### src/rtl/mul_pkg.sv
// Shared types and size helpers for the tiled sequential multipliers.
// Sizes are derived from the result width; the defaults match the CNN 12x8 datapath.
package mul_pkg;

   typedef enum logic [1:0] {
      S_IDLE = 2'd0,
      S_CALC = 2'd1,
      S_DONE = 2'd2
   } state_e;

   function automatic int ceil_div8(input int w);
      return (w + 7) / 8;
   endfunction

   function automatic int calc_ext_w(input int p_w);
      return 8 * ceil_div8(p_w);
   endfunction

   function automatic int calc_tiles(input int p_w);
      int n;
      n = ceil_div8(p_w);
      return n * (n + 1) / 2;
   endfunction

   localparam int DEF_P_W   = 20;
   localparam int DEF_N     = ceil_div8(DEF_P_W);
   localparam int DEF_EXT_W = calc_ext_w(DEF_P_W);
   localparam int DEF_T     = calc_tiles(DEF_P_W);

endpackage

### src/rtl/tile_mul_8x8.sv
// Combinational 8x8 unsigned tile multiplier with optional low-bit truncation.
// Shared by the sequential multiplier and the planned parallel variants.
module tile_mul_8x8 (
   input  logic [7:0]  a8,
   input  logic [7:0]  b8,
   input  logic        apx,
   input  logic [3:0]  drop,
   output logic [15:0] p16
);

   logic [15:0] prod;
   logic [15:0] mask;

   assign prod = a8 * b8;
   assign mask = 16'hFFFF << drop;
   assign p16  = apx ? (prod & mask) : prod;

endmodule

### src/rtl/mul_tile_seq.sv
// Signed A_W x B_W multiplier that walks one 8x8 tile per cycle over the
// tiles feeding the low P_W bits, accumulating shifted partial products.
//
// state  | meaning
// -------+-----------------------------------------------------------
// IDLE   | ready for an operand transaction
// CALC   | one tile (i,j) added into the accumulator per cycle
// DONE   | result held on p until the downstream handshake
module mul_tile_seq
   import mul_pkg::*;
#(
   parameter int A_W      = 12,
   parameter int B_W      = 8,
   parameter int P_W      = 20,
   parameter int APX_DROP = 4
) (
   input  logic           clk,
   input  logic           rst_n,
   input  logic           in_valid,
   output logic           in_ready,
   input  logic [A_W-1:0] a,
   input  logic [B_W-1:0] b,
   input  logic           approx_en,
   output logic           out_valid,
   input  logic           out_ready,
   output logic [P_W-1:0] p
);

   localparam int N     = ceil_div8(P_W);
   localparam int EXT_W = calc_ext_w(P_W);
   localparam int T     = calc_tiles(P_W);
   localparam int IDX_W = (N > 1) ? $clog2(N) : 1;
   localparam int CNT_W = $clog2(T + 1);

   state_e state_q, state_d;

   logic [EXT_W-1:0] a_q, a_d;
   logic [EXT_W-1:0] b_q, b_d;
   logic [EXT_W-1:0] acc_q, acc_d;
   logic             approx_q, approx_d;
   logic [IDX_W-1:0] i_q, i_d;
   logic [IDX_W-1:0] j_q, j_d;
   logic [CNT_W-1:0] cnt_q, cnt_d;
   logic [P_W-1:0]   p_q, p_d;

   logic signed [A_W-1:0]   a_s;
   logic signed [B_W-1:0]   b_s;
   logic signed [EXT_W-1:0] a_ext;
   logic signed [EXT_W-1:0] b_ext;
   logic                    accept;
   logic                    last_tile;
   logic [7:0]              a_byte;
   logic [7:0]              b_byte;
   logic                    tile_apx;
   logic [15:0]             tile_p16;
   logic [EXT_W+15:0]       tile_wide;
   logic [EXT_W-1:0]        tile_sh;

   assign a_s   = a;
   assign b_s   = b;
   assign a_ext = EXT_W'(a_s);
   assign b_ext = EXT_W'(b_s);

   assign accept    = (state_q == S_IDLE) && in_valid;
   assign last_tile = (cnt_q == CNT_W'(T - 1));

   assign a_byte   = a_q[8*i_q +: 8];
   assign b_byte   = b_q[8*j_q +: 8];
   assign tile_apx = approx_q && (i_q == '0) && (j_q == '0);

   tile_mul_8x8 u_tile (
      .a8   (a_byte),
      .b8   (b_byte),
      .apx  (tile_apx),
      .drop (4'(APX_DROP)),
      .p16  (tile_p16)
   );

   // Widened by 16 so the shift never loses bits before truncation to EXT_W.
   assign tile_wide = {{EXT_W{1'b0}}, tile_p16} << (8 * (i_q + j_q));
   assign tile_sh   = tile_wide[EXT_W-1:0];

   always_ff @(posedge clk or negedge rst_n) begin
      if (!rst_n) begin
         state_q <= S_IDLE;
      end else begin
         state_q <= state_d;
      end
   end

   always_comb begin
      state_d = state_q;
      case (state_q)
         S_IDLE:  if (in_valid)  state_d = S_CALC;
         S_CALC:  if (last_tile) state_d = S_DONE;
         S_DONE:  if (out_ready) state_d = S_IDLE;
         default: state_d = S_IDLE;
      endcase
   end

   always_comb begin
      in_ready  = (state_q == S_IDLE);
      out_valid = (state_q == S_DONE);
      p         = p_q;
   end

   always_comb begin
      a_d      = a_q;
      b_d      = b_q;
      acc_d    = acc_q;
      approx_d = approx_q;
      i_d      = i_q;
      j_d      = j_q;
      cnt_d    = cnt_q;
      p_d      = p_q;
      if (accept) begin
         a_d      = a_ext;
         b_d      = b_ext;
         approx_d = approx_en;
         acc_d    = '0;
         i_d      = '0;
         j_d      = '0;
         cnt_d    = '0;
      end else if (state_q == S_CALC) begin
         acc_d = acc_q + tile_sh;
         cnt_d = cnt_q + CNT_W'(1);
         // j outer, i inner over the triangle i+j < N
         if (i_q == IDX_W'(N - 1) - j_q) begin
            i_d = '0;
            j_d = j_q + IDX_W'(1);
         end else begin
            i_d = i_q + IDX_W'(1);
         end
         if (last_tile) begin
            p_d = acc_d[P_W-1:0];
         end
      end
   end

   always_ff @(posedge clk or negedge rst_n) begin
      if (!rst_n) begin
         a_q      <= '0;
         b_q      <= '0;
         acc_q    <= '0;
         approx_q <= 1'b0;
         i_q      <= '0;
         j_q      <= '0;
         cnt_q    <= '0;
         p_q      <= '0;
      end else begin
         a_q      <= a_d;
         b_q      <= b_d;
         acc_q    <= acc_d;
         approx_q <= approx_d;
         i_q      <= i_d;
         j_q      <= j_d;
         cnt_q    <= cnt_d;
         p_q      <= p_d;
      end
   end

endmodule
### config.mk
export PLATFORM = sky130hd
export DESIGN_NAME = mul_tile_seq
export DESIGN_NICKNAME = d
export VERILOG_FILES = /design/src/rtl/mul_pkg.sv /design/src/rtl/tile_mul_8x8.sv /design/src/rtl/mul_tile_seq.sv
export SDC_FILE = /design/constraint.sdc
export NUM_CORES = 1
export LEC_CHECK = 0
export ABC_AREA = 0
export CORE_MARGIN = 4
export CORE_UTILIZATION = 65
export DETAILED_ROUTE_END_ITERATION = 8
export PLACE_DENSITY_LB_ADDON = 0.15
export SETUP_SLACK_MARGIN = 0.5
export SLEW_MARGIN = 40
export SYNTH_ARGS = -nofsm -noshare
export SYNTH_HDL_FRONTEND = slang
export SYNTH_SLANG_ARGS = --single-unit
export TNS_END_PERCENT = 30
### constraint.sdc
create_clock -name clk -period 17.75 [get_ports clk]
set_clock_uncertainty 0.2 [all_clocks]
set_input_delay 3.55 -clock clk [delete_from_list [all_inputs] [get_ports clk]]
set_output_delay 3.55 -clock clk [all_outputs]
set_load 0.005 [all_outputs]
==> summary.txt, run 1 <==
Layout
  – Register area: ~1800 sq um
  – Multi-input gate area: 3975 sq um
  – Fillers: approximately 730
  – Area grow syn2layout: 11.93%
  – Final Net Count: 885
  – Number of diodes: 0
  – Layout cells sized above 1: 0.05085

Placed design
  – I/O Buffers: 46
  – Post-detail-place hpwl: between 10000 and 15000 um
  – Global placement routability congestion: 0.9497

Global route
  – Initial antenna violation count: 0
  – First-pass GRT wire length: around 25000 um
  – Remaining Overflow, GRT: 0
  – Total track usage: 0.2791
  – Largest net degree at the start of global routing: between 70 and 80
  – Vias in the first global route: around 5200

Routing
  – DRC viols: 0
  – Total number of vias: 5200
  – WL met2: a little under 7000 um
  – WL/cell: 16.58 um
  – Initial DRC count: ~260
  – Final wirelength: 14560 um
  – Top sig layer: met4
  – Pre-antenna DRT Iters: 5
  – Wl on met1: 6679 um
  – Routed length on met3: 726 um
  – Antenna-violating nets left: 0
  – Via-per-instance ratio: 5.923

Synthesis
  – FFs w/ async S/R, synth: 1.000
  – Post-Synthesis Net Count: 850
  – Syn avg cell area: between 8 and 9 sq um
  – Netlist Area Pre-Place: about 6100 sq um
  – XOR/XNOR Fraction of Synth Area: 0.03951
  – Adder-Cell Fraction of Synth Area: 0.2473
  – Post-synthesis compound-gate area fraction: 0.1451
  – Synth Flop Type: dfrtp_1
  – Number of synthesized flops with an enable pin: 0
  – Syn Inst Count: 727
  – Warnings, synthesis: 0
  – Netlist cell types: 51
  – Dominant combinational cell family by area after synthesis: adder cells
  – Post-synthesis register bit count: 70
  – Simple-gate share of the synthesized area: 0.2035
  – Sequential fraction of the synthesis area: 0.2866
  – Multiplexer share of the synthesized area: 0.01474

Clocking
  – Post-CTS Setup Bufs: 0
  – CTS Sinks: 70
  – Clock-pin slew on the worst setup and hold paths: 0.09 ns
  – CTS tree: done
  – Clk_lat worst skew: 0.35 ns
  – TritonCTS Buffers: 9
  – Hold Buf Count CTS: 0
  – CTS Buffer Depth: 2
  – H-Tree Depth: 3
  – Post_cts resized: 0
  – Clk Tree Root Cell: clkbuf_8

Worst setup path
  – Critical path class: flop to flop
  – Crit path capture type: flop
  – CP Data Arrival Time: 7.84 ns
  – WP data required: 17.83 ns
  – Crit Path Max Fanout: 11
  – CP startpoint kind: flop

STA
  – Setup_tns: 0 ns
  – Final hold violation count: 0
  – RSZ-0062 raised after global routing: false
  – Final Critical Period: 7.753 ns
  – Measured slew at the worst slew-check pin: 0.9067 ns
  – Max Slew Vio Count: 0
  – Setup violators final: 0
  – Fin crit share: 0.4368
  – Worst rel slew slack: 0.3891
  – Achievable Freq: 129.0 MHz

Floorplanning
  – Row count: 35
  – Die width: 105.0 um
  – Core Area: about 9200 sq um
  – Initial core utilization: 0.6646
  – Die area: 11020 sq um
  – Top Ports: between 40 and 50
  – Die Height: 105.0 um

Outcome
  – Outcome: finished clean

Worst hold path
  – Worst hold path class: flop to flop

Job
  – Max-cap check violation count: 0
-- per-stage QoR --
stage | hold slack (ns) | util | std cells | setup WS, ns | instance area, sq um
CTS | 0.2893 | 0.7439 | 878 | 10.04 | 6842
finish | 0.2844 | 0.7439 | 878 | 9.997 | 6842
floorplan | 0.2450 | - | 727 | 10.50 | 6112
global route | 0.3174 | 0.7439 | 878 | 9.551 | 6842
global placement | 0.2604 | 0.7211 | 862 | 10.29 | 6631
detailed placement | 0.2658 | 0.7216 | 862 | 10.07 | 6636
-- flip-flops by register name, indices dropped and copies added, names as in the netlist --
register / cells
acc_q: 20
i_q: 2
a_q: 12
p: 20
b_q: 8
cnt_q: 3
j_q: 2
state_q: 2
approx_q: 1
-- synthesized netlist by cell type, types with 2 or more instances --
cell / number / area share
nor2b_1: 4 / 0.0041
nor3b_1: 2 / 0.0025
xor2_1: 14 / 0.020
o21ai_1: 3 / 0.0025
xnor2_1: 11 / 0.016
dfrtp_1: 70 / 0.29
nor2_1: 69 / 0.042
clkbuf_1: 23 / 0.014
a41oi_1: 3 / 0.0043
buf_1: 2 / 0.0012
nor3_1: 6 / 0.0049
nand3b_1: 2 / 0.0025
and2_1: 7 / 0.0072
and3_1: 2 / 0.0020
o31ai_1: 4 / 0.0049
a32oi_1: 2 / 0.0029
a21o_1: 8 / 0.0098
a211o_1: 2 / 0.0029
a211oi_1: 2 / 0.0025
inv_1: 75 / 0.046
nand2b_1: 12 / 0.012
nand4b_1: 2 / 0.0029
nand3_1: 31 / 0.025
a21boi_0: 3 / 0.0037
a21oi_1: 34 / 0.028
o21a_1: 13 / 0.016
o22ai_1: 2 / 0.0020
o21bai_1: 2 / 0.0025
nand2_1: 116 / 0.071
nand4_1: 4 / 0.0041
or3_1: 3 / 0.0031
o21ai_0: 52 / 0.043
o211ai_1: 4 / 0.0049
a31oi_1: 2 / 0.0020
ha_1: 60 / 0.12
or2_2: 16 / 0.016
mux2i_1: 9 / 0.015
fa_1: 38 / 0.12
-- placed cells by master, fill, tap and decap left out, types with 11 or more instances in the layout --
cell type,instances
nand3_1,31
o21a_1,13
fa_1,38
o21ai_0,52
xor2_1,14
clkdlybuf4s50_1,45
or2_2,16
nand2b_1,12
dfrtp_1,70
inv_1,75
ha_1,60
xnor2_1,11
a21oi_1,34
nor2_1,69
nand2_1,116
-- per-layer routing --
metal	GRT usage	vias to the layer above
li1	-	2491
met1	0.3966	2541
met2	0.4519	145
met3	0.04447	23
met4	0.06373	0
met5	0	-
-- worst paths after layout --
kind                                    start                     to  slack (ns)  depth (start not counted)
min in group asynchronous               rst_n     b_q[2]$_DFFE_PN0P_        3.07                          2
hold / removal               p[4]$_DFFE_PN0P_       p[4]$_DFFE_PN0P_        0.28                          2
hold reg to reg              p[4]$_DFFE_PN0P_       p[4]$_DFFE_PN0P_        0.28                          2
max in group asynchronous               rst_n   acc_q[5]$_DFFE_PN0P_       13.81                          2
setup / recovery           i_q[0]$_DFFE_PN0P_  acc_q[19]$_DFFE_PN0P_        10.0                         27
setup reg to reg           i_q[0]$_DFFE_PN0P_  acc_q[19]$_DFFE_PN0P_        10.0                         27
-- area by class of cell --
class                           instances  share of cell area
Tap cell                              111             0.02030
Clock buffer                            9             0.01811
Inverter                               75             0.04115
Multi-Input combinational cell        556              0.5810
Timing Repair Buffer                   50             0.07151
Sequential cell                        70              0.2560
Clock inverter                          7             0.01189
-- worst max-delay path, cell delays in order (launching register included) --
cell,delay (ns)
dfrtp_1,0.57
inv_1,0.20
nand3_1,0.27
o21a_1,0.30
or2_2,0.32
fa_1,0.50
fa_1,0.54
inv_1,0.05
fa_1,0.53
inv_1,0.06
fa_1,0.55
inv_1,0.05
ha_1,0.34
o21a_1,0.18
o21ai_0,0.16
nand2b_1,0.10
nand2_1,0.08
xnor2_1,0.15
nor2_1,0.06
a2111oi_0,0.47
ha_1,0.41
nand4_1,0.17
inv_1,0.07
a221o_1,0.33
a211o_1,0.31
a41o_1,0.25
xnor3_1,0.34
o21ai_1,0.13
-- cell families (layout without fill, tap and decap cells) --
| logic type | after synthesis | after routing |
|---|---|---|
| AO/OA/AOI/OAI | 145 | 145 |
| XOR/XNOR | 26 | 26 |
| adder cells (fa/ha/maj) | 98 | 98 |
| buffers and inverters | 101 | 141 |
| flip-flops | 70 | 70 |
| multiplexers | 9 | 9 |
| AND/OR/NAND/NOR | 278 | 278 |
Power of run 1 is left out: the tool's default activity adds up to more than one toggle a clock period on the data nets, which glitch-free logic cannot reach.
==> run 2: changes to the inputs <==
Settings changed: CORE_UTILIZATION 65 to 60.
Clock period 17.75 ns to 7.6 ns, I/O delays scaled along.
==> summary.txt, run 2 (synthesis gave the netlist of run 1 again) <==
STA
  – Worst rel slew slack: 0.4400
  – Final Critical Period: between 6 and 7 ns
  – Setup violators final: 0
  – Fin crit share: 0.9202
  – Measured slew at the worst slew-check pin: about 0.83 ns
  – Setup_tns: 0 ns
  – Achievable Freq: around 140 MHz
  – Final hold violation count: 0
  – Max Slew Vio Count: 0
  – RSZ-0062 raised after global routing: true

Placed design
  – Post-detail-place hpwl: between 10000 and 15000 um
  – I/O Buffers: 46
  – Global placement routability congestion: 0.9426
  – Dpl cell area: between 6000 and 7000 sq um

Routing
  – Antenna-violating nets left: 0
  – WL/cell: 17.08 um
  – Final wirelength: 15820 um
  – Total number of vias: 5354
  – Initial DRC count: 334
  – Pre-antenna DRT Iters: 5
  – DRC viols: 0
  – Via-per-instance ratio: 5.782

Clocking
  – CTS Sinks: 70
  – Clk_lat worst skew: 0.36 ns
  – CTS Buffer Depth: 2
  – H-Tree Depth: 3
  – Hold Buf Count CTS: 0
  – TritonCTS Buffers: 9
  – CTS tree: done
  – Clk Tree Root Cell: clkbuf_8
  – Clock-pin slew on the worst setup and hold paths: about 0.080 ns

Worst setup path
  – Worst-path cell with the longest stage delay: or4b_2
  – Most common cell on crit path: fa_1
  – CP Data Arrival Time: around 7 ns
  – Critical path class: flop to flop
  – WP data required: 7.63 ns
  – Crit Path Max Fanout: 4
  – Crit path capture type: flop
  – CP startpoint kind: flop
  – CP max stage delay: 0.60 ns

Floorplanning
  – Row count: 36
  – Core Area: 9864 sq um
  – Die Height: roughly 110 um
  – Initial core utilization: 0.6196
  – Top Ports: 47
  – Die area: 11870 sq um
  – Die width: 108.9 um

Layout
  – Final Net Count: just over 900
  – Commonest non-fill, non-tap cell in the layout: nand2_1
  – Area grow syn2layout: 19.88%
  – Final Cell Area: 7327 sq um
  – Layout cells sized above 1: 0.1375
  – Commonest non-fill, non-tap cells in the layout: nand2_1, inv_1, nor2_1, dfrtp_1, ha_1
  – Number of diodes: 0
  – Core Util, Final: 0.7428

Global route
  – Remaining Overflow, GRT: 0
  – Total track usage: 0.2764
  – Vias in the first global route: 5194
  – Largest net degree at the start of global routing: 48
  – Initial antenna violation count: 0
  – First-pass GRT wire length: 25730 um

Job
  – Max-cap check violation count: 0

Worst hold path
  – Worst hold path class: flop to flop

Outcome
  – Outcome: finished clean
[run 2: cell count changes in the layout (fill, tap and decap cells not counted), sizes merged]
cell      change
clkbuf        +1
clkinvlp      +2
clkinv        -1
buf          +26
inv           -2
[run 2: worst paths after layout]
path	start	endpoint	slack, ns	cells after the start
max reg2reg	i_q[0]$_DFFE_PN0P_	p[16]$_DFFE_PN0P_	0.61	26
min	a_q[0]$_DFFE_PN0P_	a_q[0]$_DFFE_PN0P_	0.28	2
max in group asynchronous	rst_n	i_q[0]$_DFFE_PN0P_	5.23	2
max	i_q[0]$_DFFE_PN0P_	p[16]$_DFFE_PN0P_	0.61	26
min reg2reg	a_q[0]$_DFFE_PN0P_	a_q[0]$_DFFE_PN0P_	0.28	2
min in group asynchronous	rst_n	acc_q[2]$_DFFE_PN0P_	0.96	1
[run 2: metal layers]
layer / wire [um] / GRT usage
met1: 7376 / 0.4216
met3: 960 / 0.04026
met2: 7272 / 0.4066
met4: 206 / 0.08566
met5: 0 / 0
[run 2: worst max-delay path, delay by kind of cell (launching register included)]
family | cells | cell delay, ns
and+or+nand+nor | 6 | 1.48
muxes | 1 | 0.14
buffers and inverters | 4 | 0.33
AOI/OAI and AO/OA | 9 | 1.63
DFF | 1 | 0.43
adders and majority gates | 6 | 2.64
[run 2: cell type report]
| cell class | count | area [sq um] |
|---|---|---|
| fill | 710 | 2537 |
| sequential | 70 | 1757 |
| clock buffer | 10 | 127.6 |
| clock inverter | 6 | 71.32 |
| multi-input combinational | 556 | 4235 |
| timing repair buffer | 76 | 688.2 |
| inverter | 75 | 281.5 |
| tap | 133 | 166.4 |
[run 2: stage by stage]
| stage | hold WS [ns] | cells | setup WS [ns] |
|---|---|---|---|
| global route | 0.2908 | 926 | 0.4342 |
| finish | 0.2770 | 926 | 0.6065 |
| floorplan | 0.2450 | 727 | 0.5131 |
| global placement | 0.2625 | 898 | 0.3260 |
| detailed placement | 0.2635 | 899 | 0.1427 |
| CTS | 0.2829 | 917 | 0.5038 |
[run 2: repair_timing]
action / 4_1_cts / 5_1_grt
resized for setup: 25 / 40
pin swaps: 4 / 26
buffers inserted: 2 / 9
setup endpoints to repair: 12 / 12
Power of run 2 is left out for the same reason.
==> run 3: changes to the inputs <==
Settings changed: MAX_ROUTING_LAYER set to met4.
==> summary.txt, run 3 (synthesis gave the netlist of run 1 again) <==
Outcome
  – Outcome: finished clean

Worst hold path
  – Worst hold path class: flop to flop
  – Min-delay src: a_q[0]$_DFFE_PN0P_
  – Hold worst-path end: a_q[0]$_DFFE_PN0P_
  – Hold path depth: 2

Floorplanning
  – Die width: 108.9 um
  – Top Ports: 47
  – Die Height: 108.9 um
  – Row count: 36
  – Core Area: 9864 sq um
  – Die area: between 10000 and 15000 sq um
  – Initial core utilization: 0.6196

Layout
  – Commonest non-fill, non-tap cell in the layout: nand2_1
  – Number of diodes: 0
  – Layout cells sized above 1: 0.1708
  – Commonest non-fill, non-tap cells in the layout: nand2_1, inv_1, dfrtp_1
  – Final Net Count: 926
  – Fillers: 669
  – Area grow syn2layout: 22.56%
  – Multi-input gate area: 4294 sq um
  – Register area: 1757 sq um

STA
  – Final Critical Period: 7.017 ns
  – Measured slew at the worst slew-check pin: between 0.7 and 0.8 ns
  – Worst rel slew slack: 0.4738
  – RSZ-0062 raised after global routing: true
  – Max Slew Vio Count: 0
  – Final hold violation count: 0
  – Setup_tns: 0 ns
  – Achievable Freq: 142.5 MHz
  – Fin crit share: 0.9233
  – Setup violators final: 0

Worst setup path
  – Crit path capture type: flop
  – R2R depth: 27
  – WP data required: 7.64 ns
  – Worst flop-to-flop path startpoint: i_q[0]$_DFFE_PN0P_
  – R2r endpoint: acc_q[19]$_DFFE_PN0P_
  – Crit Path Max Fanout: 7
  – R2r setup slk: about 0.6 ns
  – Critical path class: flop to flop
  – CP startpoint kind: flop
  – CP Data Arrival Time: slightly above 7 ns

Routing
  – Final wirelength: ~17000 um
  – WL/cell: 18.03 um
  – Antenna-violating nets left: 0
  – Via-per-instance ratio: 5.750
  – Total number of vias: between 5000 and 6000
  – Pre-antenna DRT Iters: 5
  – Initial DRC count: between 400 and 500
  – DRC viols: 0

Global route
  – Met2 usage: 0.4439
  – Met1 usage: 0.4211
  – Largest net degree at the start of global routing: 50
  – GR met3 Demand/Resource: 0.05447
  – Vias in the first global route: around 5300
  – Remaining Overflow, GRT: 0
  – Total track usage: 0.2984
  – Initial antenna violation count: 0
  – Top Usage Layer GRT: met2
  – First-pass GRT wire length: between 20000 and 30000 um

Clocking
  – Hold Buf Count CTS: 0
  – TritonCTS Buffers: 9
  – CTS tree: done
  – Clk Tree Root Cell: clkbuf_8
  – Clock-pin slew on the worst setup and hold paths: ~0.080 ns
  – H-Tree Depth: 3
  – CTS Buffer Depth: 2
  – CTS Sinks: 70
  – Clk_lat worst skew: between 0.3 and 0.4 ns

Job
  – Max-cap check violation count: 0

Placed design
  – Global placement routability congestion: 0.9215
  – I/O Buffers: 46
  – Post-detail-place hpwl: about 12000 um
==> run 3: cell count changes in the layout (fill, tap and decap cells not counted), sizes merged <==
cell	before	now
clkinvlp	2	1
bufinv	1	0
buf	31	46
clkinv	2	4
==> run 3: critical path, stage by stage (launching register included) <==
cell,delay (ns)
dfrtp_2,0.49
buf_6,0.13
mux2i_1,0.20
o21a_2,0.27
nor2_1,0.08
fa_1,0.50
inv_1,0.05
fa_1,0.53
inv_1,0.06
fa_1,0.53
inv_1,0.06
fa_1,0.55
inv_1,0.07
ha_4,0.24
o21a_1,0.17
o21ai_0,0.21
nand2b_1,0.14
nand2_1,0.13
xnor2_2,0.17
nor2_1,0.10
a2111oi_2,0.33
ha_1,0.34
a31o_1,0.22
a221o_1,0.31
a211o_1,0.28
a41o_1,0.25
xnor3_1,0.22
o21ai_1,0.06
==> run 3: final cells by class <==
| type | count | area share |
|---|---|---|
| Multi-Input combinational cell | 556 | 0.5732 |
| Sequential cell | 70 | 0.2345 |
| Timing Repair Buffer | 91 | 0.1091 |
| Inverter | 75 | 0.03758 |
| Tap cell | 133 | 0.02221 |
| Clock buffer | 10 | 0.01704 |
| Clock inverter | 6 | 0.006347 |
==> run 3: timing repair <==
| item | in CTS | in global routing |
|---|---|---|
| setup endpoints to repair | 12 | 12 |
| setup buffers | 9 | 17 |
| gates resized for setup | 25 | 55 |
| pin swaps | 3 | 35 |
==> run 3: stage by stage <==
step | utilization | hold slack (ns) | std cells | area [sq um] | worst slack [ns]
4_1_cts | 0.7226 | 0.2897 | 924 | 7128 | 0.5056
3_5_place_dp | 0.6871 | 0.2673 | 899 | 6778 | 0.05486
3_3_place_gp | 0.6870 | 0.2613 | 899 | 6777 | 0.1801
2_1_floorplan | - | 0.2450 | 727 | 6118 | 0.5131
5_1_grt | 0.7594 | 0.3148 | 941 | 7491 | 0.3424
6_report | 0.7594 | 0.2884 | 941 | 7491 | 0.5830
==> run 3: how the worst max path moves through the flow <==
stage,startpoint,to,slack [ns],depth (start not counted)
after floorplan,i_q[0]$_DFFE_PN0P_,p[19]$_DFFE_PN0P_,0.51,28
after global placement,j_q[0]$_DFFE_PN0P_,p[19]$_DFFE_PN0P_,0.18,27
after detailed placement,j_q[0]$_DFFE_PN0P_,p[19]$_DFFE_PN0P_,0.05,27
after CTS,i_q[0]$_DFFE_PN0P_,p[19]$_DFFE_PN0P_,0.51,25
after global routing,i_q[0]$_DFFE_PN0P_,acc_q[19]$_DFFE_PN0P_,0.34,28
final,i_q[0]$_DFFE_PN0P_,acc_q[19]$_DFFE_PN0P_,0.58,27
==> run 3: metal layers <==
layer  wire, um  vias to the layer above
met5          0                        -
met4        231                        0
met3        874                       18
met2       7975                      164
met1       7881                     2655
li1           -                     2574
Power of run 3 is left out for the same reason.
